**src/rtl/fan_tach_meter.sv**
```systemverilog
// Tachometer front end for one fan: synchronise and de-glitch the tach input, then count
// falling edges per window, measure the edge-to-edge period and flag stall/overflow.
module fan_tach_meter #(
    parameter int unsigned SYNC_STAGES = 2,
    parameter int unsigned FILT_LEN    = 8,
    parameter int unsigned CNT_W       = 27,
    parameter int unsigned WIN_CNT     = 32'h2FAF07F,
    parameter int unsigned STALL_WINS  = 2
) (
    input  logic             CLK_I,
    input  logic             RST_I,
    input  logic             FAN_IN,
    input  logic             CLR,
    output logic [CNT_W-1:0] FAN_CNT,
    output logic             FAN_VLD,
    output logic [CNT_W-1:0] FAN_PERIOD,
    output logic             FAN_STALL,
    output logic             FAN_OVF
);

    localparam int unsigned RUN_W = (FILT_LEN > 1) ? $clog2(FILT_LEN) : 1;
    localparam int unsigned WIN_W = (WIN_CNT > 0) ? $clog2(WIN_CNT + 1) : 1;
    localparam int unsigned ZW    = $clog2(STALL_WINS + 1);

    localparam logic [RUN_W-1:0] RUN_LAST = RUN_W'(FILT_LEN - 1);
    localparam logic [WIN_W-1:0] WIN_LAST = WIN_W'(WIN_CNT);
    localparam logic [CNT_W-1:0] CNT_MAX  = '1;
    localparam logic [ZW-1:0]    Z_MAX    = ZW'(STALL_WINS);

    typedef enum logic [0:0] {StIdle, StArmed} state_e;

    state_e state_q, state_d;

    logic [SYNC_STAGES-1:0] sync_q, sync_d;
    logic                   filt_q, filt_d, filt_dly_q;
    logic [RUN_W-1:0]       run_q, run_d;
    logic                   edge_evt_q, edge_evt_d;
    logic [WIN_W-1:0]       wcnt_q, wcnt_d;
    logic [CNT_W-1:0]       ecnt_q, ecnt_d, ecnt_inc;
    logic [ZW-1:0]          zcnt_q, zcnt_d;
    logic [CNT_W-1:0]       cnt_q, cnt_d;
    logic                   vld_q, vld_d;
    logic                   stall_q, stall_d;
    logic                   ovf_q, ovf_d;
    logic [CNT_W-1:0]       pcnt_q, pcnt_d;
    logic [CNT_W-1:0]       period_q, period_d;
    logic                   term;
    logic                   s;

    assign s = sync_q[SYNC_STAGES-1];

    // Filtered level flips only after FILT_LEN consecutive disagreeing samples
    always_comb begin
        sync_d     = {sync_q[SYNC_STAGES-2:0], FAN_IN};
        filt_d     = filt_q;
        run_d      = '0;
        if (s != filt_q) begin
            if (run_q == RUN_LAST) begin
                filt_d = s;
            end else begin
                run_d = run_q + 1'b1;
            end
        end
        edge_evt_d = filt_dly_q & ~filt_q;
    end

    always_comb begin
        term     = (wcnt_q == WIN_LAST);
        wcnt_d   = term ? '0 : wcnt_q + 1'b1;
        ecnt_inc = (edge_evt_q && (ecnt_q != CNT_MAX)) ? ecnt_q + 1'b1 : ecnt_q;
        ovf_d    = ovf_q | (edge_evt_q & (ecnt_q == CNT_MAX));
        ecnt_d   = term ? '0 : ecnt_inc;
        cnt_d    = term ? ecnt_inc : cnt_q;
        vld_d    = term;
        zcnt_d   = zcnt_q;
        stall_d  = stall_q;
        if (term) begin
            if (ecnt_inc == '0) begin
                zcnt_d = (zcnt_q == Z_MAX) ? zcnt_q : zcnt_q + 1'b1;
            end else begin
                zcnt_d = '0;
            end
            stall_d = (zcnt_d >= Z_MAX);
        end
    end

    always_ff @(posedge CLK_I or posedge RST_I) begin
        if (RST_I) begin
            state_q <= StIdle;
        end else if (CLR) begin
            state_q <= StIdle;
        end else begin
            state_q <= state_d;
        end
    end

    always_comb begin
        state_d = state_q;
        if (state_q == StIdle && edge_evt_q) begin
            state_d = StArmed;
        end
    end

    // The first edge only arms the counter; FAN_PERIOD waits for a second edge
    always_comb begin
        pcnt_d   = '0;
        period_d = period_q;
        unique case (state_q)
            StIdle: begin
                if (edge_evt_q) begin
                    pcnt_d = CNT_W'(1);
                end
            end
            StArmed: begin
                if (edge_evt_q) begin
                    period_d = pcnt_q;
                    pcnt_d   = CNT_W'(1);
                end else begin
                    pcnt_d = (pcnt_q == CNT_MAX) ? pcnt_q : pcnt_q + 1'b1;
                end
            end
            default: pcnt_d = '0;
        endcase
    end

    always_ff @(posedge CLK_I or posedge RST_I) begin
        if (RST_I) begin
            sync_q     <= '1;
            filt_q     <= 1'b1;
            filt_dly_q <= 1'b1;
            run_q      <= '0;
            edge_evt_q <= 1'b0;
            wcnt_q     <= '0;
            ecnt_q     <= '0;
            zcnt_q     <= '0;
            cnt_q      <= '0;
            vld_q      <= 1'b0;
            stall_q    <= 1'b0;
            ovf_q      <= 1'b0;
            pcnt_q     <= '0;
            period_q   <= '0;
        end else if (CLR) begin
            sync_q     <= '1;
            filt_q     <= 1'b1;
            filt_dly_q <= 1'b1;
            run_q      <= '0;
            edge_evt_q <= 1'b0;
            wcnt_q     <= '0;
            ecnt_q     <= '0;
            zcnt_q     <= '0;
            cnt_q      <= '0;
            vld_q      <= 1'b0;
            stall_q    <= 1'b0;
            ovf_q      <= 1'b0;
            pcnt_q     <= '0;
            period_q   <= '0;
        end else begin
            sync_q     <= sync_d;
            filt_q     <= filt_d;
            filt_dly_q <= filt_q;
            run_q      <= run_d;
            edge_evt_q <= edge_evt_d;
            wcnt_q     <= wcnt_d;
            ecnt_q     <= ecnt_d;
            zcnt_q     <= zcnt_d;
            cnt_q      <= cnt_d;
            vld_q      <= vld_d;
            stall_q    <= stall_d;
            ovf_q      <= ovf_d;
            pcnt_q     <= pcnt_d;
            period_q   <= period_d;
        end
    end

    assign FAN_CNT    = cnt_q;
    assign FAN_VLD    = vld_q;
    assign FAN_PERIOD = period_q;
    assign FAN_STALL  = stall_q;
    assign FAN_OVF    = ovf_q;

endmodule
```
**config.mk**
```make
export PLATFORM = sky130hd
export DESIGN_NAME = fan_tach_meter
export DESIGN_NICKNAME = d
export VERILOG_FILES = /design/src/rtl/fan_tach_meter.sv
export SDC_FILE = /design/constraint.sdc
export NUM_CORES = 1
export LEC_CHECK = 0
export BUFFER_PORTS_ARGS = -buffer_cell sky130_fd_sc_hd__buf_2
export CAP_MARGIN = 20
export CORE_MARGIN = 5
export CORE_UTILIZATION = 33
export CTS_BUF_LIST = sky130_fd_sc_hd__clkbuf_4
export DETAILED_ROUTE_END_ITERATION = 7
export PLACE_DENSITY_LB_ADDON = 0.3
export SYNTH_ARGS = -nofsm -noshare
export SYNTH_HDL_FRONTEND = slang
export SYNTH_SLANG_ARGS = --single-unit
export TNS_END_PERCENT = 30
```
**constraint.sdc**
```tcl
create_clock -name CLK_I -period 4.4 [get_ports CLK_I]
set_clock_uncertainty 0.2 [all_clocks]
set_input_delay 0.44 -clock CLK_I [delete_from_list [all_inputs] [get_ports CLK_I]]
set_output_delay 0.44 -clock CLK_I [all_outputs]
set_load 0.02 [all_outputs]
```
==> metrics.md, run 1 <==
| Metric | Value |
|---|---|
| Outcome | completed |
| Clk root buf | clkbuf_4 |
| Nets | 766 |
| RSZ-0062 raised after global routing | false |
| Mux share of post-synthesis cell area | 0.00859 |
| Post-Syn Area per Cell | 9.91 um2 |
| CTS max path bufs | 2 |
| Routed len/inst | ~15 um |
| Synth Flop Type | dfrtp_1 |
| Maximum vdd drop | roughly 0.15 mV |
| Post-route setup TNS | 0 ns |
| # clock sinks | 148 |
| Largest cells by area after synthesis | dfrtp_1 52%, nor2_1 7.3%, xor2_1 5.6% |
| Sequential area share after synthesis | 0.531 |
| Total grt overflow | 0 |
| Leak Pwr | between 3 and 4 nW |
| Site Rows | 53 |
| Fraction of registers with async set/reset | 1.00 |
| Share of cells above drive strength 1 | 0.157 |
| Crit-path max FO | 8 |
| I/O pins | slightly above 60 |
| Switching Share | 0.265 |
| Switching pwr | between 600 and 700 uW |
| Setup crit end kind | flip-flop |
| Complex-gate fraction of the synthesized area | 0.102 |
| Required @ worst endpoint | roughly 4.7 ns |
| XOR/XNOR share of the synthesized area | 0.0890 |
| Least-Margin Pin Slew | roughly 0.94 ns |
| Logic pwr share | 0.027 |
| Hold Path Class | in2reg |
| # DRC | 0 |
| Drt total wl | around 16000 um |
| Minimum clock period | 3.54 ns |
| Core Area | 0.0210 mm2 |
| Dominant cell type by area after synthesis | dfrtp_1 |
| Vias in the first global route | between 5000 and 6000 |
| Filler cells | around 2100 |
| Clock H-tree levels | 4 |
| Cells after synthesis | between 700 and 800 |
| Die outline height | ~160 um |
| Global-route wire length before repair | 26900 um |
| Detailed placement HPWL | between 10000 and 15000 um |
| Routed Antenna Nets | 0 |
| Max-cap viol count | 0 |
| Post-synthesis register bit count | about 150 |
| Yosys warns | 0 |
| Worst setup path category | reg2reg |
| Distinct cells, synth | 49 |
| Count of final setup violators | 0 |
| Post-Synth Simple-Gate Area | 0.232 |
| Reg power frac | 0.601 |
| Final period util | 0.806 |
| Largest net degree at the start of global routing | 149 |
| Max-slew headroom | 0.364 |
| Clock share of power | 0.371 |
| Share of the synthesized area in the top cell type | 0.516 |
| Antenna violations before repair | 1 |
| Worst hold margin | about 0.13 ns |
| Net Count, Synth | 715 |
| Total number of vias | 5315 |
| Buffer count from post-CTS setup fixing | 0 |
| Tot GR Track Use | 0.137 |
| Die Wd | approximately 160 um |
| Internal power | ~1.7 mW |
| Post-synth EDFFs | 0 |
| DIE AREA | 0.0242 mm2 |
| Area delta synth->final | 12.9% |
| P per Cell Area | roughly 290 mW/mm2 |
| Avg Vias per Cell | between 5 and 6 |
| Netlist Area Pre-Place | 0.00699 mm2 |
| Highest clock rate | ~280 MHz |
| CTS buffer count | 17 |
| Starting Density | 0.334 |
| Slew Viols, Final | 0 |
| Iteration count of the initial detailed-routing pass | 5 |
| Worst-Skew Late Latency | about 0.57 ns |
| CTS tree | done |
| Port bufs | 60 |
| CTS clk-pin slew, worst paths | ~0.14 ns |
| Nature of the critical path startpoint | flip-flop |
| DR iter-0 viols | roughly 300 |
| Adder-cell area share of the yosys netlist | 0.0107 |
| Critical path arrival | 3.84 ns |
| Routability Congestion | a little over 0.9 |
| Final hold violation count | 0 |
| Largest family of logic cells by synthesized area | simple AND/OR/NAND/NOR gates |
area by class of cell:
type / count / area, um2 / share of cell area
Clock inverter: 15 / 148 / 0.0187
Sequential cell: 148 / 3710 / 0.470
Timing Repair Buffer: 70 / 420 / 0.0533
Inverter: 10 / 41.3 / 0.00523
Multi-Input combinational cell: 509 / 3100 / 0.393
Antenna cell: 1 / 2.50 / 0.000317
Clock buffer: 17 / 128 / 0.0162
Tap cell: 275 / 344 / 0.0436
worst paths after layout:
check	start	endpoint	slack [ns]	depth (start not counted)
worst min register to register	run_q[0]$_DFF_PP0_	run_q[0]$_DFF_PP0_	0.26	1
worst max-delay path	ecnt_q[0]$_DFF_PP0_	zcnt_q[1]$_DFFE_PP0P_	0.86	9
min in group asynchronous	RST_I	FAN_CNT[3]$_DFFE_PP0P_	0.43	4
worst min-delay path	CLR	state_q$_DFFE_PP0P_	0.13	2
max in group asynchronous	RST_I	FAN_PERIOD[8]$_DFFE_PP0P_	2.93	4
worst max register to register	ecnt_q[0]$_DFF_PP0_	zcnt_q[1]$_DFFE_PP0P_	0.86	9
per-layer routing:
metal	vias to the layer above	global-route usage	wire (um)
li1	2602	-	-
met1	2589	0.208	8400
met2	107	0.193	6900
met3	17	0.0347	635
met4	0	0.0417	207
met5	-	0	0
timing repair:
| action | in CTS | in global routing |
|---|---|---|
| gates resized for setup | 0 | 0 |
| hold buffers | 2 | 0 |
| endpoints found under the hold margin | 145 | 0 |
power by group through the flow:
stage          Sequential (mW)  Combinational (mW)  Clock (mW)
6_report                  1.37              0.0616       0.845
5_1_grt                   1.37              0.0721       0.945
4_1_cts                   1.37              0.0623       0.887
3_5_place_dp              1.39              0.0608           0
3_3_place_gp              1.39              0.0605           0
2_1_floorplan             1.39              0.0404           0
cell usage after synthesis, types with 5 or more instances:
cell,count
a22o_1,29
and3_1,17
and4_1,7
buf_2,5
a21oi_1,13
nand3_1,41
a211oi_1,27
or3_1,8
ha_1,6
nor2_1,136
xnor2_1,26
nand4_1,24
o21ai_0,8
mux2i_1,6
xor2_1,45
nor3_1,14
nor4_1,14
inv_1,10
clkbuf_1,29
nand2_1,41
and2_1,7
dfrtp_1,144
sequential cells by signal, summed over array words and instances, names as in the netlist:
name / flops
run_q: 3
ecnt_q: 27
FAN_VLD: 1
FAN_OVF: 1
pcnt_q: 27
zcnt_q: 2
FAN_STALL: 1
state_q: 1
wcnt_q: 26
filt_q: 1
FAN_CNT: 27
edge_evt_q: 1
FAN_PERIOD: 27
sync_q: 2
filt_dly_q: 1
per-stage QoR:
stage          power, mW  utilization  std cells  setup WS, ns  cell area, um2
2_1_floorplan       1.43            -        705          1.29            6990
3_3_place_gp        1.45        0.360       1008         0.989            7550
3_5_place_dp        1.45        0.360       1008         0.886            7550
4_1_cts             2.32        0.375       1042         0.842            7850
5_1_grt             2.39        0.377       1045         0.636            7890
6_report            2.27        0.377       1045         0.855            7890
logic make-up after synthesis:
family | count (synthesis)
and+or+nand+nor | 330
DFF | 148
AOI/OAI and AO/OA | 96
xor gates and xnor gates | 71
buffers and inverters | 48
muxes | 6
adders and majority gates | 6
cells in the final DEF, fill, tap and decap left out, drive strengths merged, types with 4 or more instances in the layout:
cell type  instances
nor3              14
a211oi            27
nand3             41
dfrtp            144
nor2             137
and3              17
or4                4
and2               7
nor4              14
xnor2             26
ha                 6
or3                8
a22o              29
inv               15
and4               8
a21oi             13
a31oi              4
clkbuf            17
dfstp              4
nand2b             4
buf               68
or2                4
o21ai             11
a2111oi            5
clkinv             5
nand2             41
clkinvlp           4
xor2              45
nand4             26
mux2i              6
critical path: stages, from the launching register on:
cell	delay, ns
dfrtp_1	0.46
ha_1	0.29
nand3_1	0.17
or4_4	0.55
nor2_2	0.36
o21ai_2	0.12
a2111oi_2	0.45
nand4_1	0.20
or4_1	0.59
o21ai_1	0.10
Note: power is estimated with default switching activity, not from simulation.
==> run 2: changes to the inputs <==
Settings changed: ABC_AREA set to 1.
Clock period 4.4 ns to 3.69 ns, I/O delays scaled along.
==> run 2 against run 1 <==
  * Sequential cell count unchanged
  * Cell count increased by 27%
  * Sequential power increased by 20%
  * Die area increased by 6.3%
  * Critical path depth increased by 2
  * Power increased by 25%
  * Critical endpoint is now FAN_CNT[13]$_DFFE_PP0P_
  * Highest routed layer unchanged
==> metrics.md, run 2 <==
| Metric | Value |
|---|---|
| Crit path max-delay family | simple AND/OR/NAND/NOR gates |
| CTS max path bufs | 2 |
| Internal power | between 2 and 2.5 mW |
| CP Buf/Inv Count | 2 |
| Dominant cell type by area after synthesis | dfrtp_1 |
| Commonest non-fill, non-tap cell in the layout | nand2_1 |
| Sequential area share after synthesis | 0.497 |
| Fin cells | 1324 |
| Nature of the critical path startpoint | flip-flop |
| Routability Congestion | a little under 0.9 |
| Maximum vdd drop | between 0.15 and 0.2 mV |
| # DRC | 0 |
| Drt total wl | 18300 um |
| WL met3 | between 800 and 900 um |
| Total grt overflow | 0 |
| Count of final setup violators | 0 |
| Register Area | approximately 0.0037 mm2 |
| Required @ worst endpoint | just under 4 ns |
| CTS tree | done |
| Cells after synthesis | ~960 |
| # clock sinks | 148 |
| Avg Vias per Cell | around 4.8 |
| Largest net degree at the start of global routing | 58 |
| CTS buffer count | 17 |
| Final core occ | 0.376 |
| Max-slew headroom | 0.435 |
| Worst-Skew Late Latency | around 0.57 ns |
| Metal2 WL | 8160 um |
| Placed cell count | ~1300 |
| Critical path arrival | 2.89 ns |
| Highest clock rate | between 300 and 400 MHz |
| Clk root buf | clkbuf_4 |
| Crit-path cells | ha_1 -> nand2_1 -> nor2_2 -> nand2_1 -> nor2_2 -> nand3_1 -> nand2_1 -> inv_1 -> buf_4 -> nand2_1 -> o21ai_0 |
| Fin worst setup slack | 1.04 ns |
| Minimum clock period | between 2 and 3 ns |
| Yosys warns | 0 |
| Setup crit end kind | flip-flop |
| Critical path's most frequent cell | nand2_1 |
| Post-Syn Area per Cell | just under 8 um2 |
| Die Wd | 160 um |
| Slowest cell on the critical path | nand2_1 |
| Tot GR Track Use | 0.148 |
| Reg power frac | 0.578 |
| Routed len/inst | roughly 14 um |
| Global-route wire length before repair | 31300 um |
| Commonest cells in the netlist | 226 x nand2_1, 144 x dfrtp_1, 136 x inv_1 |
| RSZ-0062 raised after global routing | false |
| CTS clk-pin slew, worst paths | between 0.1 and 0.15 ns |
| Detailed placement HPWL | around 13000 um |
| Max-cap viol count | 0 |
| Share of the synthesized area in the top cell type | 0.483 |
| I/O pins | roughly 60 |
| Post-synthesis register bit count | between 100 and 150 |
| Antenna violations before repair | 1 |
| Top-count cell post-synth | nand2_1 |
| Site Rows | 55 |
| Net Count, Synth | 966 |
| Iteration count of the initial detailed-routing pass | 7 |
| P per Cell Area | 336 mW/mm2 |
| Post-synth EDFFs | 0 |
| Die outline height | approximately 160 um |
| Largest cells by area after synthesis | dfrtp_1 48%, nand2_1 11%, inv_1 6.8% |
| Share of cells above drive strength 1 | 0.138 |
| Max Used Layer | met4 |
| Setup WS pre-CTS | around 0.98 ns |
| Final hold violation count | 0 |
| Filler cells | ~2400 |
| Clock share of power | 0.381 |
| Leak Pwr | roughly 3.9 nW |
| Netlist Area Pre-Place | around 0.0075 mm2 |
| Port bufs | 60 |
| DR iter-0 viols | just over 400 |
| Setup slack, reg-to-reg | between 1 and 1.5 ns |
| Area delta synth->final | 13.2% |
| Starting Density | 0.332 |
| Multi-input logic area | 0.00311 mm2 |
| M1 WL | around 8900 um |
| Clock H-tree levels | 4 |
| Final period util | 0.718 |
| Post-route setup TNS | 0 ns |
| Outcome | completed |
| Synth Flop Type | dfrtp_1 |
| Switching Share | 0.248 |
| DIE AREA | between 0.02 and 0.03 mm2 |
| Crit-path max FO | 39 |
| Least-Margin Pin Slew | about 0.85 ns |
| Routed Antenna Nets | 0 |
| Vias in the first global route | about 6200 |
| Worst setup path category | reg2reg |
| Most frequent cells in the layout | 226 x nand2_1, 144 x dfrtp_1, 135 x inv_1 |
| Biggest cell delay along the critical path | between 0.4 and 0.5 ns |
| Switching pwr | ~700 uW |
| Core Area | around 0.022 mm2 |
| Fraction of registers with async set/reset | 1.00 |
| Total power | approximately 2.8 mW |
| Slew Viols, Final | 0 |
| Total number of vias | 6312 |
| Logic pwr share | 0.042 |
| Nets | between 1000 and 1500 |
| Hold Path Class | reg2reg |
| Distinct cells, synth | between 40 and 50 |
[run 2: logic make-up (layout without fill, tap and decap cells)]
family,Yosys count,after routing,share of synthesized area
AO/OA/AOI/OAI,121,121,0.0931
XOR/XNOR,13,13,0.0153
adder cells (fa/ha/maj),6,6,0.0101
buffers and inverters,165,246,0.0862
flip-flops,148,148,0.497
other,0,2,0
AND/OR/NAND/NOR,503,503,0.298
[run 2: path summary, 6_finish.rpt]
check | endpoint | from | depth (start not counted)
worst max-delay path | FAN_CNT[13]$_DFFE_PP0P_ | wcnt_q[0]$_DFF_PP0_ | 11
worst min-delay path | run_q[0]$_DFF_PP0_ | run_q[0]$_DFF_PP0_ | 1
worst max register to register | FAN_CNT[13]$_DFFE_PP0P_ | wcnt_q[0]$_DFF_PP0_ | 11
worst min register to register | run_q[0]$_DFF_PP0_ | run_q[0]$_DFF_PP0_ | 1
max in group asynchronous | filt_dly_q$_DFF_PP1_ | RST_I | 4
min in group asynchronous | FAN_PERIOD[13]$_DFFE_PP0P_ | RST_I | 3
[run 2: power by group through the flow]
stage	clock (mW)	combinational, mW	sequential (mW)
after floorplan	0	0.0791	1.67
after global placement	0	0.117	1.67
after detailed placement	0	0.119	1.67
after CTS	1.12	0.122	1.64
after global routing	1.20	0.137	1.64
final	1.08	0.119	1.64
[run 2: metal layers]
| metal | global-route usage | vias up |
|---|---|---|
| li1 | - | 3204 |
| met4 | 0.0516 | 0 |
| met2 | 0.231 | 138 |
| met5 | 0 | - |
| met1 | 0.205 | 2941 |
| met3 | 0.0331 | 29 |
[run 2: through the flow]
step	cell area, um2	hold WS [ns]
floorplan	7460	0.216
global placement	8100	0.234
detailed placement	8100	0.229
CTS	8430	0.248
global route	8450	0.287
finish	8450	0.243
[run 2: final cells by class]
cell class / instances / area share
Sequential cell: 148 / 0.439
Inverter: 142 / 0.0639
Antenna cell: 2 / 0.000593
Multi-Input combinational cell: 643 / 0.368
Tap cell: 285 / 0.0422
Timing Repair Buffer: 72 / 0.0510
Clock buffer: 18 / 0.0160
Clock inverter: 14 / 0.0190
[run 2: what timing repair did]
action | 4_1_cts | 5_1_grt
hold buffers | 3 | 0
hold endpoints to repair | 41 | 0
buffers inserted | 0 | 0
resized for setup | 0 | 0
==> run 3: changes to the inputs <==
Settings changed: ABC_AREA 1 to 0.
Clock period 3.69 ns to 2.44 ns, I/O delays scaled along.
==> run 3 against run 2 <==
  * The run now ends with negative setup slack left
  * Wire length shrank 3.1%
  * Combinational power grew 10%
  * Critical path depth shrank 2
  * First-iteration DRC count grew 3.5%
  * Cell count shrank 11%
  * Critical path type unchanged
==> metrics.md, run 3 (synthesized netlist as in run 1, its figures left out) <==
| Metric | Value |
|---|---|
| Minimum clock period | about 3 ns |
| Die Wd | around 160 um |
| Share of cells above drive strength 1 | 0.312 |
| Total number of vias | between 5000 and 6000 |
| DIE AREA | between 0.02 and 0.025 mm2 |
| Worst hold margin | 0.0582 ns |
| Drt total wl | between 15000 and 20000 um |
| Site Rows | between 50 and 60 |
| Avg Vias per Cell | 4.85 |
| Port bufs | 60 |
| Starting Density | 0.334 |
| Routed Antenna Nets | 0 |
| Commonest non-fill, non-tap cell in the layout | dfrtp_1 |
| Met3 Use GR | 0.0325 |
| Global-route wire length before repair | 29500 um |
| Routability Congestion | around 0.9 |
| DR iter-0 viols | 418 |
| Violated checks | negative setup slack |
| P per Cell Area | ~460 mW/mm2 |
| Clock H-tree levels | 4 |
| Required @ worst endpoint | ~2.8 ns |
| Fin cells | between 1000 and 1500 |
| Die outline height | roughly 160 um |
| Worst-Skew Late Latency | about 0.6 ns |
| I/O pins | 61 |
| Detailed placement HPWL | ~13000 um |
| Hold Path Class | in2async |
| GRT busiest layer | met2 |
| Iteration count of the initial detailed-routing pass | 4 |
| Vias in the first global route | 5637 |
| Design area | around 0.0092 mm2 |
| Final hold violation count | 0 |
| GR Util met2 | 0.229 |
| Fin worst setup slack | -0.547 ns |
| Least-Margin Pin Slew | about 0.63 ns |
| Total grt overflow | 0 |
| Tot GR Track Use | 0.151 |
| Highest clock rate | approximately 330 MHz |
| Critical path arrival | about 3.3 ns |
| Leak Pwr | roughly 4.2 nW |
| Count of final setup violators | 6 |
| Final period util | 1.22 |
| Multi-input logic area | 0.00332 mm2 |
| # DRC | 0 |
| Nets | about 900 |
| Placed cell count | between 1000 and 1500 |
| Slew Viols, Final | 0 |
| Register Area | ~0.0037 mm2 |
| Routed len/inst | 15.1 um |
| Largest net degree at the start of global routing | between 50 and 60 |
| Setup slack, reg-to-reg | -0.55 ns |
| CTS tree | done |
| Most frequent cells in the layout | 144 x dfrtp_1, 134 x nor2_1, 123 x buf_4 |
| Antenna violations before repair | 1 |
| Post-route setup TNS | -1.78 ns |
| Area delta synth->final | 31.4% |
| Post-DP Area | 0.00856 mm2 |
| Max-cap viol count | 0 |
| Outcome | finished with violations |
| CTS clk-pin slew, worst paths | about 0.17 ns |
| Crit-path max FO | 4 |
| Nature of the critical path startpoint | flip-flop |
| Filler cells | 2069 |
| GR Util met1 | 0.219 |
| Core Area | 0.0210 mm2 |
| Max-slew headroom | 0.577 |
| # clock sinks | between 100 and 150 |
| Setup crit end kind | flip-flop |
| RSZ-0062 raised after global routing | true |
| Total power | 4.18 mW |
| CTS buffer count | 17 |
| Maximum vdd drop | 0.266 mV |
| CTS max path bufs | 2 |
| Worst setup path category | reg2reg |
| Clk root buf | clkbuf_4 |
-- run 3: changes by cell type in the layout (fill, tap and decap cells not counted), moves of 20 or more --
cell      delta
nand2_1    -185
xor2_1      +37
inv_1      -126
buf_4      +117
a211oi_1    +24
xnor2_1     +20
nand3_1     -32
o21ai_0     -49
a22o_1      +29
-- run 3: power breakdown --
group          switching [mW]  leakage (nW)  internal, mW  total (mW)
combinational          0.0940          1.96        0.0372       0.131
clock                    1.10         0.160         0.486        1.59
sequential            0.00503          2.05          2.46        2.47
total                    1.20          4.17          2.98        4.18
-- run 3: worst max-delay path, stage by stage, from the launching register on --
cell,delay [ns]
dfrtp_1,0.42
nand4_4,0.14
buf_6,0.16
or4_4,0.57
o21ai_4,0.16
mux2i_1,0.11
a2111oi_2,0.45
nand4_1,0.19
or4_4,0.45
nand2_1,0.08
-- run 3: through the flow --
step / utilization / worst slack, ns
CTS: 0.429 / -0.528
global placement: 0.408 / -0.679
floorplan: - / -0.668
finish: 0.438 / -0.547
detailed placement: 0.408 / -0.727
global route: 0.438 / -0.651
-- run 3: repair_timing --
| item | 4_1_cts | 5_1_grt |
|---|---|---|
| pin swaps | 7 | 7 |
| setup endpoints to repair | 25 | 46 |
| gates cloned | 0 | 1 |
| hold buffers | 3 | 0 |
| endpoints found under the hold margin | 180 | 0 |
| gates resized for setup | 19 | 29 |
| buffers inserted | 4 | 2 |
-- run 3: routing by layer --
| metal | share of wire | wire length (um) |
|---|---|---|
| met4 | 0.0097 | 172 |
| met1 | 0.50 | 8890 |
| met5 | 0 | 0 |
| met3 | 0.038 | 670 |
| met2 | 0.45 | 8020 |
-- run 3: final timing paths --
path	startpoint	to	cells after the start
min in group CLK_I	FAN_IN	sync_q[0]$_DFF_PP1_	3
min reg2reg	run_q[0]$_DFF_PP0_	run_q[0]$_DFF_PP0_	1
max reg2reg	ecnt_q[7]$_DFF_PP0_	FAN_STALL$_DFFE_PP0P_	9
max in group asynchronous	RST_I	sync_q[1]$_DFF_PP1_	4
min	RST_I	pcnt_q[6]$_DFFE_PP0P_	3
max	ecnt_q[7]$_DFF_PP0_	FAN_STALL$_DFFE_PP0P_	9
-- run 3: layout make-up --
class | count | area share
flip-flops and latches | 148 | 0.404
multi-input cells | 509 | 0.361
repair buffers | 199 | 0.160
well taps | 275 | 0.0375
clock inverters | 15 | 0.0191
clock buffers | 17 | 0.0139
inverters | 10 | 0.00450
diodes | 1 | 0.000272
